File: src/rtl/usb_rx_pkg.sv
// rtl/usb_rx_pkg.sv - shared constants for the USB full-speed receive datapath
// Contents:
//   USB_STUFF_LEN : decoded ones after which the next bit is a stuff bit
//   USB_BYTE_BITS : bits per assembled byte
//   LINE_J/LINE_K : raw D+ levels for the J (idle) and K states
package usb_rx_pkg;

  localparam int   USB_STUFF_LEN = 6;
  localparam int   USB_BYTE_BITS = 8;
  localparam logic LINE_J        = 1'b1;
  localparam logic LINE_K        = 1'b0;

endpackage

File: src/rtl/rx_flex_stp_sr.sv
// rtl/rx_flex_stp_sr.sv - serial-to-parallel shift register, LSB-first
// Ports:
//   clk, rst      : clock, asynchronous active-high reset
//   shift_enable  : shift one bit in this cycle
//   serial_in     : bit entering at the MSB end
//   clear         : reload the idle pattern (all ones)
//   parallel_out  : current register contents
module rx_flex_stp_sr #(
  parameter int NUM_BITS = 8
) (
  input  logic                clk,
  input  logic                rst,
  input  logic                shift_enable,
  input  logic                serial_in,
  input  logic                clear,
  output logic [NUM_BITS-1:0] parallel_out
);

  logic [NUM_BITS-1:0] sr_q;
  logic [NUM_BITS-1:0] sr_d;

  // Right shift: the first bit received ends up at bit 0 after NUM_BITS shifts.
  always_comb begin
    sr_d = sr_q;
    if (clear) begin
      sr_d = '1;
    end else if (shift_enable) begin
      sr_d = {serial_in, sr_q[NUM_BITS-1:1]};
    end
  end

  always_ff @(posedge clk or posedge rst) begin
    if (rst) begin
      sr_q <= '1;
    end else begin
      sr_q <= sr_d;
    end
  end

  assign parallel_out = sr_q;

endmodule

File: src/rtl/rx_flex_stp_deser.sv
// rtl/rx_flex_stp_deser.sv - USB FS receive NRZI decode, bit unstuff and byte assembly
// Ports:
//   clk, rst      : clock, asynchronous active-high reset
//   shift_strobe  : one-cycle bit-sample pulse
//   d_orig        : synchronized raw D+ level (1 = J)
//   rcv_active    : packet reception in progress
//   rx_byte       : last completed word (registered)
//   byte_ready    : one-cycle pulse when rx_byte updates
//   stuff_err     : one-cycle pulse on a stuff violation
// Build option: RX_STUFF_ERR_EN enables stuff_err and partial-word discard
// on a decoded 1 in a stuff slot; otherwise stuff slots are dropped silently.
module rx_flex_stp_deser
  import usb_rx_pkg::*;
#(
  parameter int NUM_BITS  = USB_BYTE_BITS,
  parameter int STUFF_LEN = USB_STUFF_LEN
) (
  input  logic                clk,
  input  logic                rst,
  input  logic                shift_strobe,
  input  logic                d_orig,
  input  logic                rcv_active,
  output logic [NUM_BITS-1:0] rx_byte,
  output logic                byte_ready,
  output logic                stuff_err
);

  localparam int BCW = $clog2(NUM_BITS + 1);
  localparam int OCW = $clog2(STUFF_LEN + 1);
  localparam logic [BCW-1:0] LAST_BIT   = BCW'(NUM_BITS - 1);
  localparam logic [OCW-1:0] STUFF_SLOT = OCW'(STUFF_LEN);

  logic                prev_line_q, prev_line_d;
  logic [BCW-1:0]      bit_cnt_q, bit_cnt_d;
  logic [OCW-1:0]      ones_cnt_q, ones_cnt_d;
  logic [NUM_BITS-1:0] rx_byte_q, rx_byte_d;
  logic                byte_ready_q, byte_ready_d;
  logic                stuff_err_q, stuff_err_d;
  logic                decoded;
  logic                sr_shift;
  logic                sr_clear;
  logic [NUM_BITS-1:0] sr_word;

  // NRZI: no transition means a 1.
  assign decoded = (d_orig == prev_line_q);

  always_comb begin
    prev_line_d  = prev_line_q;
    bit_cnt_d    = bit_cnt_q;
    ones_cnt_d   = ones_cnt_q;
    rx_byte_d    = rx_byte_q;
    byte_ready_d = 1'b0;
    stuff_err_d  = 1'b0;
    sr_shift     = 1'b0;
    sr_clear     = 1'b0;

    // Line history follows every strobe, even outside a packet.
    if (shift_strobe) begin
      prev_line_d = d_orig;
    end

    if (!rcv_active) begin
      // Clear wins over a coincident strobe; partial word is dropped.
      bit_cnt_d  = '0;
      ones_cnt_d = '0;
    end else if (shift_strobe) begin
      if (ones_cnt_q == STUFF_SLOT) begin
        ones_cnt_d = '0;
`ifdef RX_STUFF_ERR_EN
        if (decoded) begin
          stuff_err_d = 1'b1;
          bit_cnt_d   = '0;
          sr_clear    = 1'b1;
        end
`endif
      end else begin
        sr_shift   = 1'b1;
        ones_cnt_d = decoded ? ones_cnt_q + 1'b1 : '0;
        if (bit_cnt_q == LAST_BIT) begin
          // Capture the word as it will look after this shift.
          rx_byte_d    = {decoded, sr_word[NUM_BITS-1:1]};
          byte_ready_d = 1'b1;
          bit_cnt_d    = '0;
        end else begin
          bit_cnt_d = bit_cnt_q + 1'b1;
        end
      end
    end
  end

  always_ff @(posedge clk or posedge rst) begin
    if (rst) begin
      prev_line_q  <= LINE_J;
      bit_cnt_q    <= '0;
      ones_cnt_q   <= '0;
      rx_byte_q    <= '0;
      byte_ready_q <= 1'b0;
      stuff_err_q  <= 1'b0;
    end else begin
      prev_line_q  <= prev_line_d;
      bit_cnt_q    <= bit_cnt_d;
      ones_cnt_q   <= ones_cnt_d;
      rx_byte_q    <= rx_byte_d;
      byte_ready_q <= byte_ready_d;
      stuff_err_q  <= stuff_err_d;
    end
  end

  rx_flex_stp_sr #(
    .NUM_BITS(NUM_BITS)
  ) u_sr (
    .clk         (clk),
    .rst         (rst),
    .shift_enable(sr_shift),
    .serial_in   (decoded),
    .clear       (sr_clear),
    .parallel_out(sr_word)
  );

  assign rx_byte    = rx_byte_q;
  assign byte_ready = byte_ready_q;
  assign stuff_err  = stuff_err_q;

endmodule

File: config.mk
export PLATFORM = sky130hd
export DESIGN_NAME = rx_flex_stp_deser
export DESIGN_NICKNAME = d
export VERILOG_FILES = /design/src/rtl/usb_rx_pkg.sv /design/src/rtl/rx_flex_stp_sr.sv /design/src/rtl/rx_flex_stp_deser.sv
export SDC_FILE = /design/constraint.sdc
export NUM_CORES = 1
export LEC_CHECK = 0
export ABC_AREA = 1
export CAP_MARGIN = 25
export CORE_MARGIN = 4
export CORE_UTILIZATION = 47
export CTS_CLUSTER_DIAMETER = 50
export DETAILED_ROUTE_END_ITERATION = 10
export PLACE_DENSITY = 0.73
export SYNTH_ARGS = -nofsm -noshare
export SYNTH_HDL_FRONTEND = slang
export SYNTH_SLANG_ARGS = --single-unit
export TNS_END_PERCENT = 20
File: constraint.sdc
create_clock -name clk -period 1.45 [get_ports clk]
set_clock_uncertainty 0.2 [all_clocks]
set_input_delay 0.29 -clock clk [delete_from_list [all_inputs] [get_ports clk]]
set_output_delay 0.29 -clock clk [all_outputs]
set_load 0.05 [all_outputs]
# Word-level counts from Yosys, hierarchy flattened
# Index checks and enable logic that the tools add are counted.
# Widths: inputs -> output; s select.
# word_totals
input_bits	5
word_cells	31
reg_bits	25
out_inout_bits	10
# classes
reduce_logical	2
n_mux	15
eq_ne	5
bitwise	1
add_sub_neg	2
# ops
cell	n
$mux 4	4
$mux 3	4
$mux 1	7
$add 4x1->4 const B	1
$eq 4x3->1 const B	1
$ne 2x2->1 const B	2
$reduce_and 4->1	1
$add 3x1->3 const B	1
$eq 3x3->1 const B	1
$reduce_and 2->1	1
$eq 1x1->1	1
$not 1->1	1

# Longest topological paths before layout
# depth
word_depth	5
mapped_depth	8
ltp_nobuf	7

# Modules after synthesis
# Synthesis repeated with hierarchy kept, for this count alone.
# unflattened
cells_unflattened	129
hier_area_um2	1183.6
# modules_own_cells
module	area_per_inst_um2	seq_area_each_um2	cells_each	n_inst
rx_flex_stp_deser	823.3	426.7	92	1
rx_flex_stp_sr	360.3	210.2	37	1

# Worst setup path before layout
# No wires, ideal clock.
# synth_path
path_kind	reg-to-reg
startpoint	register ones_cnt_q[0]
endpoint	register rx_byte_q[6], in the netlist rx_byte[6]
setup_ns	0.123
stages_incl_launch_ff	8
path_buffers	1
t_required_ns	1.127
period_less_slack_ns	1.501
slack_ns	-0.051
arrival_time_ns	1.178
path_cell_list	dfrtp_1 > inv_1 > ha_1 > nand2_1 > nand3_4 > buf_6 > o21ai_0 > nand2_1
# synth_between
elab_chain_len	3
# synth_rtl
item	line	rtl
start: declaration	rx_flex_stp_deser.sv:35	logic [OCW-1:0] ones_cnt_q, ones_cnt_d;
start signal: assignment	rx_flex_stp_deser.sv:102	ones_cnt_q <= ones_cnt_d;
$eq 3x3->1	rx_flex_stp_deser.sv:67	if (ones_cnt_q == STUFF_SLOT) begin
$not 1->1 (no line)	--	
$reduce_and 4->1 (no line)	--	
end signal: assignment	rx_flex_stp_deser.sv:103	rx_byte_q <= rx_byte_d;
end: declaration	rx_flex_stp_deser.sv:36	logic [NUM_BITS-1:0] rx_byte_q, rx_byte_d;
# Every way passes these cells.
# A chain may end at the register's enable or synchronous reset.

# Final worst setup path
# layout_path
startpoint	register bit_cnt_q[1]
endpoint	register rx_byte_q[2], in the netlist rx_byte[2]
# layout_between
elab_chain_len	2
# layout_rtl
item	line	rtl
start: declaration	rx_flex_stp_deser.sv:34	logic [BCW-1:0] bit_cnt_q, bit_cnt_d;
start signal: assignment	rx_flex_stp_deser.sv:101	bit_cnt_q <= bit_cnt_d;
$eq 4x3->1	rx_flex_stp_deser.sv:79	if (bit_cnt_q == LAST_BIT) begin
$reduce_and 4->1 (no line)	--	
# Every way passes these cells.

==> qor.csv <==
metric,value,unit
Ports,15,
crit path time final,1.44,ns
gr usage total,18.0,%
flop2flop setup slack,0.01,ns
met3 WL,83,um
nets,155,
Logic pwr share,14.3,%
Post-Syn Area,1100,um2
die area,3170,um2
setup violators final,0,
critical path launch point,bit_cnt_q[1],
final setup TNS,0,ns
GP Congestion,0.764,
Netlist cell types,21,
Routed wire per std cell,14.3,um
Residual DRC,0,
hold crit path type,input port to asynchronous set/reset pin,
num rows,17,
Vias,875,
Via density,5.03,
Worst Setup EP,rx_byte[2],
internal power,988,uW
first-pass GRT wire length,4.29,mm
initial detailed-routing violation count,10,
initial core utilization,49.6,%
hold slack,0.0628,ns
CTS H-tree depth,1,
fill count,158,
CP Capture Type,register,
Power per Cell Area,857,nW/um2
Tcrit/Tclk final,99.2,%
port bufs,13,
aggregate global routing overflow,0,
worst reg2reg path startpoint,bit_cnt_q[1],
final hold vios,0,
RSZ-0062 raised after global routing,true,
post-cts hold buffer count,0,
CTS Buf Count,3,
Clock Tree Buf Depth,2,
initial antenna violation count,0,
Clock Power Share,26.7,%
"commonest non-fill, non-tap cells in the layout","nand2_1, dfrtp_1, o21ai_1, buf_12, buf_4",
Finished Core Util,70.9,%
reg2reg end,rx_byte[2],
R2R depth,5,
Cells after DPL,164,
root buf cell,clkbuf_4,
status,"finished, final reports clean",
Setup CP Type,register to register,
"Arr. time, crit path",1.51,ns
Syn Inst Count,117,
min setup slack post-route,0.0112,ns
Net Sw Frac,26.5,%
Routed Antenna Nets,0,
P_leak,0.787,nW
syn nets,125,
Synth Register Bits,24,
Sink Count,24,
Reg power frac,59.1,%
area growth from synthesis to layout,42.9,%
worst-path fanout max,10,
Syn. warnings,0,
Crit path required time,1.52,ns
Max Cap Viol,0,
CTS tree,built,
clock latency on the worst-skew pair,0.33,ns
Max Used Layer,met4,
final wirelength,2.48,mm
drt pass-1 iters,4,
Fmax achieved,0.695,GHz
vias in the first global route,963,
sequential fraction of the synthesis area,55.6,%
Post-Layout Cell Count,174,
layout cells sized above 1,36.3,%
Clock Pin Slew Worst Setup and Hold Paths,0.14,ns
crit path launch type,register,
largest net degree at the start of global routing,25,
Pins Over Slew Limit,0,
WL met2,1.35,mm
"commonest non-fill, non-tap cell in the layout",nand2_1,
DP Wirelength,1.57,mm
P_sw,355,uW
Max rail drop VDD,729,uV
Syn Area/Cell,9.38,um2
width of the die,56.3,um
diode count,0,
Setup WS pre-CTS,-0.281,ns
die height,56.3,um
M1 WL,973,um
Core Region,2210,um2
[final cells by class]
| type | count | area, um2 | share of cell area [%] |
|---|---|---|---|
| clock buffer | 4 | 36.3 | 2.31 |
| timing repair inverter | 1 | 5.00 | 0.319 |
| tap | 28 | 35.0 | 2.23 |
| timing repair buffer | 24 | 322 | 20.5 |
| sequential | 24 | 611 | 38.9 |
| inverter | 7 | 31.3 | 2.00 |
| multi-input combinational | 86 | 528 | 33.7 |
[cell families (layout without fill, tap and decap cells)]
group | count (synthesis) | in the layout | share of synthesized area, %
and+or+nand+nor | 63 | 66 | 26.6
DFF | 24 | 24 | 55.6
AOI/OAI and AO/OA | 12 | 12 | 5.47
buffers and inverters | 10 | 36 | 5.13
adders and majority gates | 3 | 3 | 3.42
xor gates and xnor gates | 3 | 3 | 2.39
other | 1 | 1 | 0.342
muxes | 1 | 1 | 1.03
[cells in the mapped netlist]
cell type	instances	area, um2
dfrtp_1	16	400
dfstp_2	8	210
ha_1	3	37.5
nor2_1	3	11.3
buf_4	1	7.51
conb_1	1	3.75
nand4_1	1	6.26
buf_6	2	22.5
o21ai_1	1	5.00
nand3_4	2	35.0
xor2_1	1	8.76
mux2_2	1	11.3
nand2_1	51	191
nand3b_1	1	7.51
nand3_1	4	20.0
xnor2_1	2	17.5
o21ai_0	10	50.1
nor2_8	1	20.0
inv_1	6	22.5
inv_2	1	3.75
a21oi_1	1	5.00
[state kept, by name (all words and copies together), names as in the netlist]
name,flops
rx_byte,8
u_sr.parallel_out,7
bit_cnt_q,4
ones_cnt_q,3
byte_ready,1
prev_line_q,1
[power groups by stage]
stage	sequential, mW	combinational [mW]	clock [mW]
after floorplan	0.793	0.0993	0
after global placement	0.796	0.156	0
after detailed placement	0.798	0.163	0
after CTS	0.785	0.181	0.370
after global routing	0.802	0.215	0.409
final	0.794	0.192	0.358
[routing by layer]
| metal | up-vias | global-route usage (%) |
|---|---|---|
| met5 | - | 0 |
| met1 | 417 | 18.9 |
| met2 | 16 | 31.7 |
| li1 | 433 | - |
| met3 | 9 | 5.29 |
| met4 | 0 | 10.2 |
[how the worst min path moves through the flow]
| stage | end |
|---|---|
| after global routing | bit_cnt_q[0] |
| after global placement | u_sr.parallel_out[1] |
| after CTS | bit_cnt_q[3] |
| after detailed placement | u_sr.parallel_out[2] |
| final | bit_cnt_q[0] |
| after floorplan | bit_cnt_q[0] |
[what timing repair did]
item,4_1_cts,5_1_grt
cloned,3,1
pin swaps,1,4
gates resized for setup,8,19
setup buffers,1,1
endpoints found under the setup margin,21,29
[through the flow]
| step | cell area [um2] | power [mW] |
|---|---|---|
| finish | 1570 | 1.34 |
| global route | 1570 | 1.43 |
| CTS | 1510 | 1.34 |
| detailed placement | 1410 | 0.961 |
| global placement | 1410 | 0.952 |
| floorplan | 1100 | 0.893 |
[worst max-delay path, stage by stage (launching register included)]
cell	delay, ns
dfrtp_1	0.40
ha_2	0.24
nand3_4	0.19
nor2_4	0.21
nand2_1	0.07
nand2_1	0.06
Power figures use the tool's default switching activity.
